$ cat src/rtl/core_pkg.sv
// Shared types and constants for the ARM front-end fetch path.
package core_pkg;

    localparam int unsigned PC_W       = 8;
    localparam int unsigned IMEM_DEPTH = 128;
    localparam int unsigned BUBBLE_W   = 2;

    localparam logic [PC_W-1:0] RESET_PC  = 8'hFF;
    localparam logic [PC_W-1:0] LAST_ADDR = PC_W'(IMEM_DEPTH - 1);

    typedef enum logic [1:0] {
        ST_BOOT,
        ST_FETCH,
        ST_BUBBLE,
        ST_HALTED
    } fetch_state_e;

    typedef enum logic [1:0] {
        SEL_HOLD,
        SEL_INCR,
        SEL_BRANCH,
        SEL_BOOT
    } pc_sel_e;

endpackage

$ cat src/rtl/pc_next_sel.sv
// Next-PC mux (hold / wrapped increment / branch target / boot) and branch-target range check.
module pc_next_sel
    import core_pkg::*;
(
    input  logic [PC_W-1:0] pc,
    input  logic [PC_W-1:0] branch_target,
    input  pc_sel_e         sel,
    output logic [PC_W-1:0] pc_next,
    output logic            target_err
);

    logic [PC_W-1:0] pc_incr;

    // Sequential fetch wraps at the top of instruction memory, not at 2^PC_W.
    assign pc_incr    = (pc >= LAST_ADDR) ? '0 : pc + 1'b1;
    assign target_err = (branch_target >= PC_W'(IMEM_DEPTH));

    always_comb begin
        unique case (sel)
            SEL_INCR:   pc_next = pc_incr;
            SEL_BRANCH: pc_next = branch_target;
            SEL_BOOT:   pc_next = RESET_PC + 1'b1;
            default:    pc_next = pc;
        endcase
    end

endmodule

$ cat src/rtl/pc_fetch_sequencer.sv
// Program-counter FSM and instruction-memory fetch handshake for the core front end.
module pc_fetch_sequencer
    import core_pkg::*;
#(
    parameter int unsigned BUBBLE_CYCLES = 1
)
(
    input  logic            clk,
    input  logic            rst,
    input  logic            stall,
    input  logic            branch_taken,
    input  logic [PC_W-1:0] branch_target,
    input  logic            halt,
    input  logic            imem_ack,
    output logic            imem_req,
    output logic [PC_W-1:0] imem_addr,
    output logic [PC_W-1:0] pc_current,
    output logic            instr_valid,
    output logic            flush,
    output logic            addr_err,
    output logic            halted
);

    localparam logic [BUBBLE_W-1:0] BUBBLE_LOAD = BUBBLE_W'(BUBBLE_CYCLES);

    fetch_state_e        state, state_next;
    logic [BUBBLE_W-1:0] bubble_cnt, bubble_next;
    logic [PC_W-1:0]     pc_next;
    pc_sel_e             sel;
    logic                target_err;
    logic                addr_err_set;

    pc_next_sel u_pc_next_sel (
        .pc            (pc_current),
        .branch_target (branch_target),
        .sel           (sel),
        .pc_next       (pc_next),
        .target_err    (target_err)
    );

    assign imem_addr = pc_current;
    assign halted    = (state == ST_HALTED);

    always_comb begin
        // NOTE: every output of this block gets a default first so no path can infer a latch.
        state_next   = state;
        bubble_next  = bubble_cnt;
        sel          = SEL_HOLD;
        addr_err_set = 1'b0;
        imem_req     = 1'b0;
        instr_valid  = 1'b0;
        flush        = 1'b0;

        unique case (state)
            ST_BOOT: begin
                sel        = SEL_BOOT;
                state_next = ST_FETCH;
            end
            ST_FETCH, ST_BUBBLE: begin
                imem_req = (state == ST_FETCH) && !stall;
                // Branch beats halt beats stall beats ack, in both fetch and bubble.
                if (branch_taken) begin
                    if (target_err) begin
                        addr_err_set = 1'b1;
                        state_next   = ST_HALTED;
                    end else begin
                        sel         = SEL_BRANCH;
                        flush       = 1'b1;
                        bubble_next = BUBBLE_LOAD;
                        state_next  = ST_BUBBLE;
                    end
                end else if (halt) begin
                    state_next = ST_HALTED;
                end else if (state == ST_FETCH) begin
                    if (!stall && imem_ack) begin
                        instr_valid = 1'b1;
                        sel         = SEL_INCR;
                    end
                end else begin
                    bubble_next = bubble_cnt - 1'b1;
                    if (bubble_cnt <= 1) begin
                        state_next = ST_FETCH;
                    end
                end
            end
            default: begin
            end
        endcase
    end

    always_ff @(posedge clk) begin
        // NOTE: state registers use non-blocking assignment so every flop samples pre-edge values.
        if (!rst) begin
            state      <= ST_BOOT;
            pc_current <= RESET_PC;
            bubble_cnt <= '0;
            addr_err   <= 1'b0;
        end else begin
            state      <= state_next;
            pc_current <= pc_next;
            bubble_cnt <= bubble_next;
            addr_err   <= addr_err | addr_err_set;
        end
    end

endmodule

$ cat config.mk
export PLATFORM = sky130hd
export DESIGN_NAME = pc_fetch_sequencer
export DESIGN_NICKNAME = d
export VERILOG_FILES = /design/src/rtl/core_pkg.sv /design/src/rtl/pc_next_sel.sv /design/src/rtl/pc_fetch_sequencer.sv
export SDC_FILE = /design/constraint.sdc
export NUM_CORES = 1
export LEC_CHECK = 0
export BUFFER_PORTS_ARGS = -buffer_cell sky130_fd_sc_hd__buf_2
export CAP_MARGIN = 25
export CORE_MARGIN = 4
export CORE_UTILIZATION = 50
export CTS_BUF_LIST = sky130_fd_sc_hd__clkbuf_2
export CTS_CLUSTER_SIZE = 28
export DETAILED_ROUTE_END_ITERATION = 8
export PLACE_DENSITY = 0.82
export SKIP_LAST_GASP = 1
export SLEW_MARGIN = 20
export SYNTH_ARGS = -nofsm -noshare
export SYNTH_HDL_FRONTEND = slang
export SYNTH_SLANG_ARGS = --single-unit
$ cat constraint.sdc
create_clock -name clk -period 2.4 [get_ports clk]
set_input_delay 0.48 -clock clk [delete_from_list [all_inputs] [get_ports clk]]
set_output_delay 0.48 -clock clk [all_outputs]
set_load 0.03 [all_outputs]
==> impl_metrics.tcl <==
set metrics [dict create \
    fmax_ghz 0.466 \
    dp_cells 164 \
    crit_required_ns 1.92 \
    min_path_type "in -> reg" \
    cp.arrival_ns 1.67 \
    utilization_pct 61.7 \
    detail-route-antenna-nets 0 \
    vias 944 \
    hold_depth 3 \
    critPathLaunch "state[0]$_SDFFE_PN0P_" \
    synth_top_flop_cell "dfxtp_1" \
    wirelength_um 2180 \
    num_rows 15 \
    grt_max_degree 17 \
    die_w_um 50.4 \
    syn_area_um2 901 \
    synthDistinctLibCells 39 \
    slew_violations 0 \
    synth_seq_cells 13 \
    clkTransAtPathRegs_ns 0.13 \
    cp_slowest_cell "dfxtp_1" \
    postPlaceCellArea_mm2 0.00103 \
    worst-path-buf-inv 2 \
    skew_ns 0.00117 \
    p_comb_share_pct 50.5 \
    syn_avg_cell_area_um2 7.83 \
    ir_drop_v 0.000380 \
    antenna_found_initial 0 \
    outcome "completed" \
    place_congestion 0.888 \
    core_mm2 0.00171 \
    reg2reg_from "state[0]$_SDFFE_PN0P_" \
    p_clk_share_pct 14.2 \
    fillers 183 \
    clockRootBuffer "clkbuf_2" \
    final_cells 168 \
    synth_edf_count 0 \
    die_area_mm2 0.00254 \
    setup_viol 0 \
    path_max_fanout 7 \
    cts_buffers 3 \
    seq_power_share_pct 35.4 \
    grt_pass1_wl_um 3660 \
    maxSlewHeadroom_pct 63.9 \
    drive_gt1_share_pct 28.7 \
    die_h_um 50.4 \
    cellInternalPower_uw 445 \
    routed_via_density 5.62 \
    numPortBuffers 34 \
    final_area_mm2 0.00105 \
    min_period_ns 2.15 \
    cp.depth 5 \
    tightest_slew_ns 0.537 \
    grt_usage_pct 18.7 \
    crit_chain "inv_1 -> ha_1 -> nand2_1 -> and3b_1 -> buf_2" \
    rsz0062_at_grt "no" \
    ys_warn_count 0 \
    dp_hpwl_um 1680 \
    slowest_delay_ns 0.41 \
    syn_to_final_growth_pct 16.9 \
    diodes 0 \
    max-cap-violations 0 \
    cts_hold_buf 0 \
    switching_share_pct 48.6 \
    worstRegToRegCells 7 \
    p_sw_uw 422 \
    r2r-end "imem_addr[5]$_SDFFE_PN1P_" \
    drtPass1Iterations 4 \
    syn_inst 115 \
    critPathTopFamily "flip-flops" \
    syn_nets 134 \
    cts_max_path_buffers 2 \
    drtIter0Drc 15 \
    p_per_area_mw_per_mm2 823 \
    finalSetupTns_ns 0 \
    cts_resized 0 \
    regToRegSetupSlack_ns 0.41 \
    grt_pass1_vias 868 \
    crit_end "instr_valid" \
    insertion_delay_ns 0.28 \
    ioPinCount 35 \
    worst-setup-path-type "reg -> out" \
    p_leak_nw 0.488 \
    post-route-period-util_pct 89.5 \
    cts_tree "yes" \
    numClockSinks 13 \
    seqCellArea_um2 260 \
    grt_overflow_total 0 \
    hold_slack_ns 0.431 \
    startpoint_type "flip-flop" \
    wl_per_cell_um 13.0 \
    htreeDepth 1 \
    yosysSeqAreaShare_pct 28.9 \
    async_flop_share_pct 0 \
    drc 0 \
    postCtsSetupBuffers 0 \
    multi_input_area_um2 531 \
    start_util_pct 52.7 \
    end_kind "output pin" \
    nets 163 \
    final-hold-violation-count 0 \
]
## registers in the layout, summed over array words and instances, names as in the netlist
| name | cells |
|---|---|
| imem_addr | 8 |
| bubble_cnt | 2 |
| state | 2 |
| addr_err | 1 |
## cell usage in the layout, fill, tap and decap left out
master,Yosys,routed
nor3b_1,3,3
buf_2,1,34
nand3b_1,1,1
nor2_4,1,1
clkbuf_2,0,4
nor3_1,3,3
and3_1,3,3
inv_1,11,11
a221oi_1,1,1
and4b_1,1,1
o32ai_1,1,1
and3b_1,1,1
nand2_1,6,6
or3_1,1,1
a21oi_2,1,1
a41oi_1,1,1
o22ai_1,1,1
a22o_1,1,1
nand3_1,9,9
o311ai_1,1,1
nor2_1,6,6
o31ai_1,1,1
o211ai_1,3,3
a21oi_1,8,8
o211a_1,1,1
a21boi_0,2,2
nand4bb_1,1,1
ha_1,5,5
and2_1,1,1
dfxtp_1,13,13
o21ai_0,8,8
o211ai_2,1,1
a22oi_1,1,1
o21ai_1,1,1
nor4b_1,1,1
nor2b_1,2,2
o21a_1,1,1
a31oi_1,2,2
## synthesized netlist by cell type, types with 2 or more instances
| cell type | n | area [um^2] |
|---|---|---|
| o211ai_1 | 3 | 22.5 |
| nand2_1 | 6 | 22.5 |
| o21ai_0 | 8 | 40.0 |
| nor3_1 | 3 | 15.0 |
| nor2b_1 | 2 | 12.5 |
| nor2_1 | 6 | 22.5 |
| a21oi_1 | 8 | 40.0 |
| buf_4 | 8 | 60.1 |
| dfxtp_1 | 13 | 260 |
| nand3_1 | 9 | 45.0 |
| nor3b_1 | 3 | 22.5 |
| ha_1 | 5 | 62.6 |
| and3_1 | 3 | 18.8 |
| a21boi_0 | 2 | 15.0 |
| inv_1 | 11 | 41.3 |
| a31oi_1 | 2 | 12.5 |
## worst min path at each step
stage	startpoint	end	slack, ns
after global placement	addr_err$_SDFF_PN0_	addr_err$_SDFF_PN0_	0.49
after CTS	branch_target[6]	imem_addr[6]$_SDFFE_PN1P_	0.43
after global routing	branch_target[6]	imem_addr[6]$_SDFFE_PN1P_	0.43
final	branch_target[6]	imem_addr[6]$_SDFFE_PN1P_	0.43
after detailed placement	addr_err$_SDFF_PN0_	addr_err$_SDFF_PN0_	0.49
after floorplan	state[0]$_SDFFE_PN0P_	state[0]$_SDFFE_PN0P_	0.53
## metrics by stage
stage	setup slack, ns	power (mW)
finish	0.253	0.867
CTS	0.250	0.872
global route	0.0922	0.927
floorplan	0.389	0.664
global placement	0.481	0.739
detailed placement	0.439	0.751
## cells by family after synthesis
family,share of synthesized area (%)
flops,28.9
fa+ha+maj,6.94
simple gates,25.4
buf+inv,12.2
compound gates,26.5
## metal layers
layer | vias to the layer above | track usage, % | wire [um]
li1 | 467 | - | -
met5 | - | 0 | 0
met4 | 0 | 12.1 | 49
met1 | 437 | 21.8 | 894
met3 | 4 | 3.86 | 168
met2 | 36 | 30.9 | 1070
## power groups by stage
stage	logic, mW	registers, mW	clock network (mW)
after detailed placement	0.439	0.312	0
after CTS	0.440	0.307	0.126
final	0.437	0.307	0.123
after global routing	0.477	0.317	0.133
after global placement	0.430	0.309	0
after floorplan	0.299	0.365	0
## worst register-to-register path, delay by kind of cell, from the launching register on
kind,cells,cell delay [ns]
compound gates,2,0.39
fa+ha+maj,1,0.39
buf+inv,1,0.06
flops,1,0.41
simple gates,3,0.70
## final cells by class
type                            count  share of cell area, %
Clock buffer                        4                   1.90
Inverter                           11                   3.92
Tap cell                           25                   2.97
Timing Repair Buffer               34                   16.2
Sequential cell                    13                   24.7
Multi-Input combinational cell     81                   50.4
No activity file was read; power rests on OpenSTA's default activity.
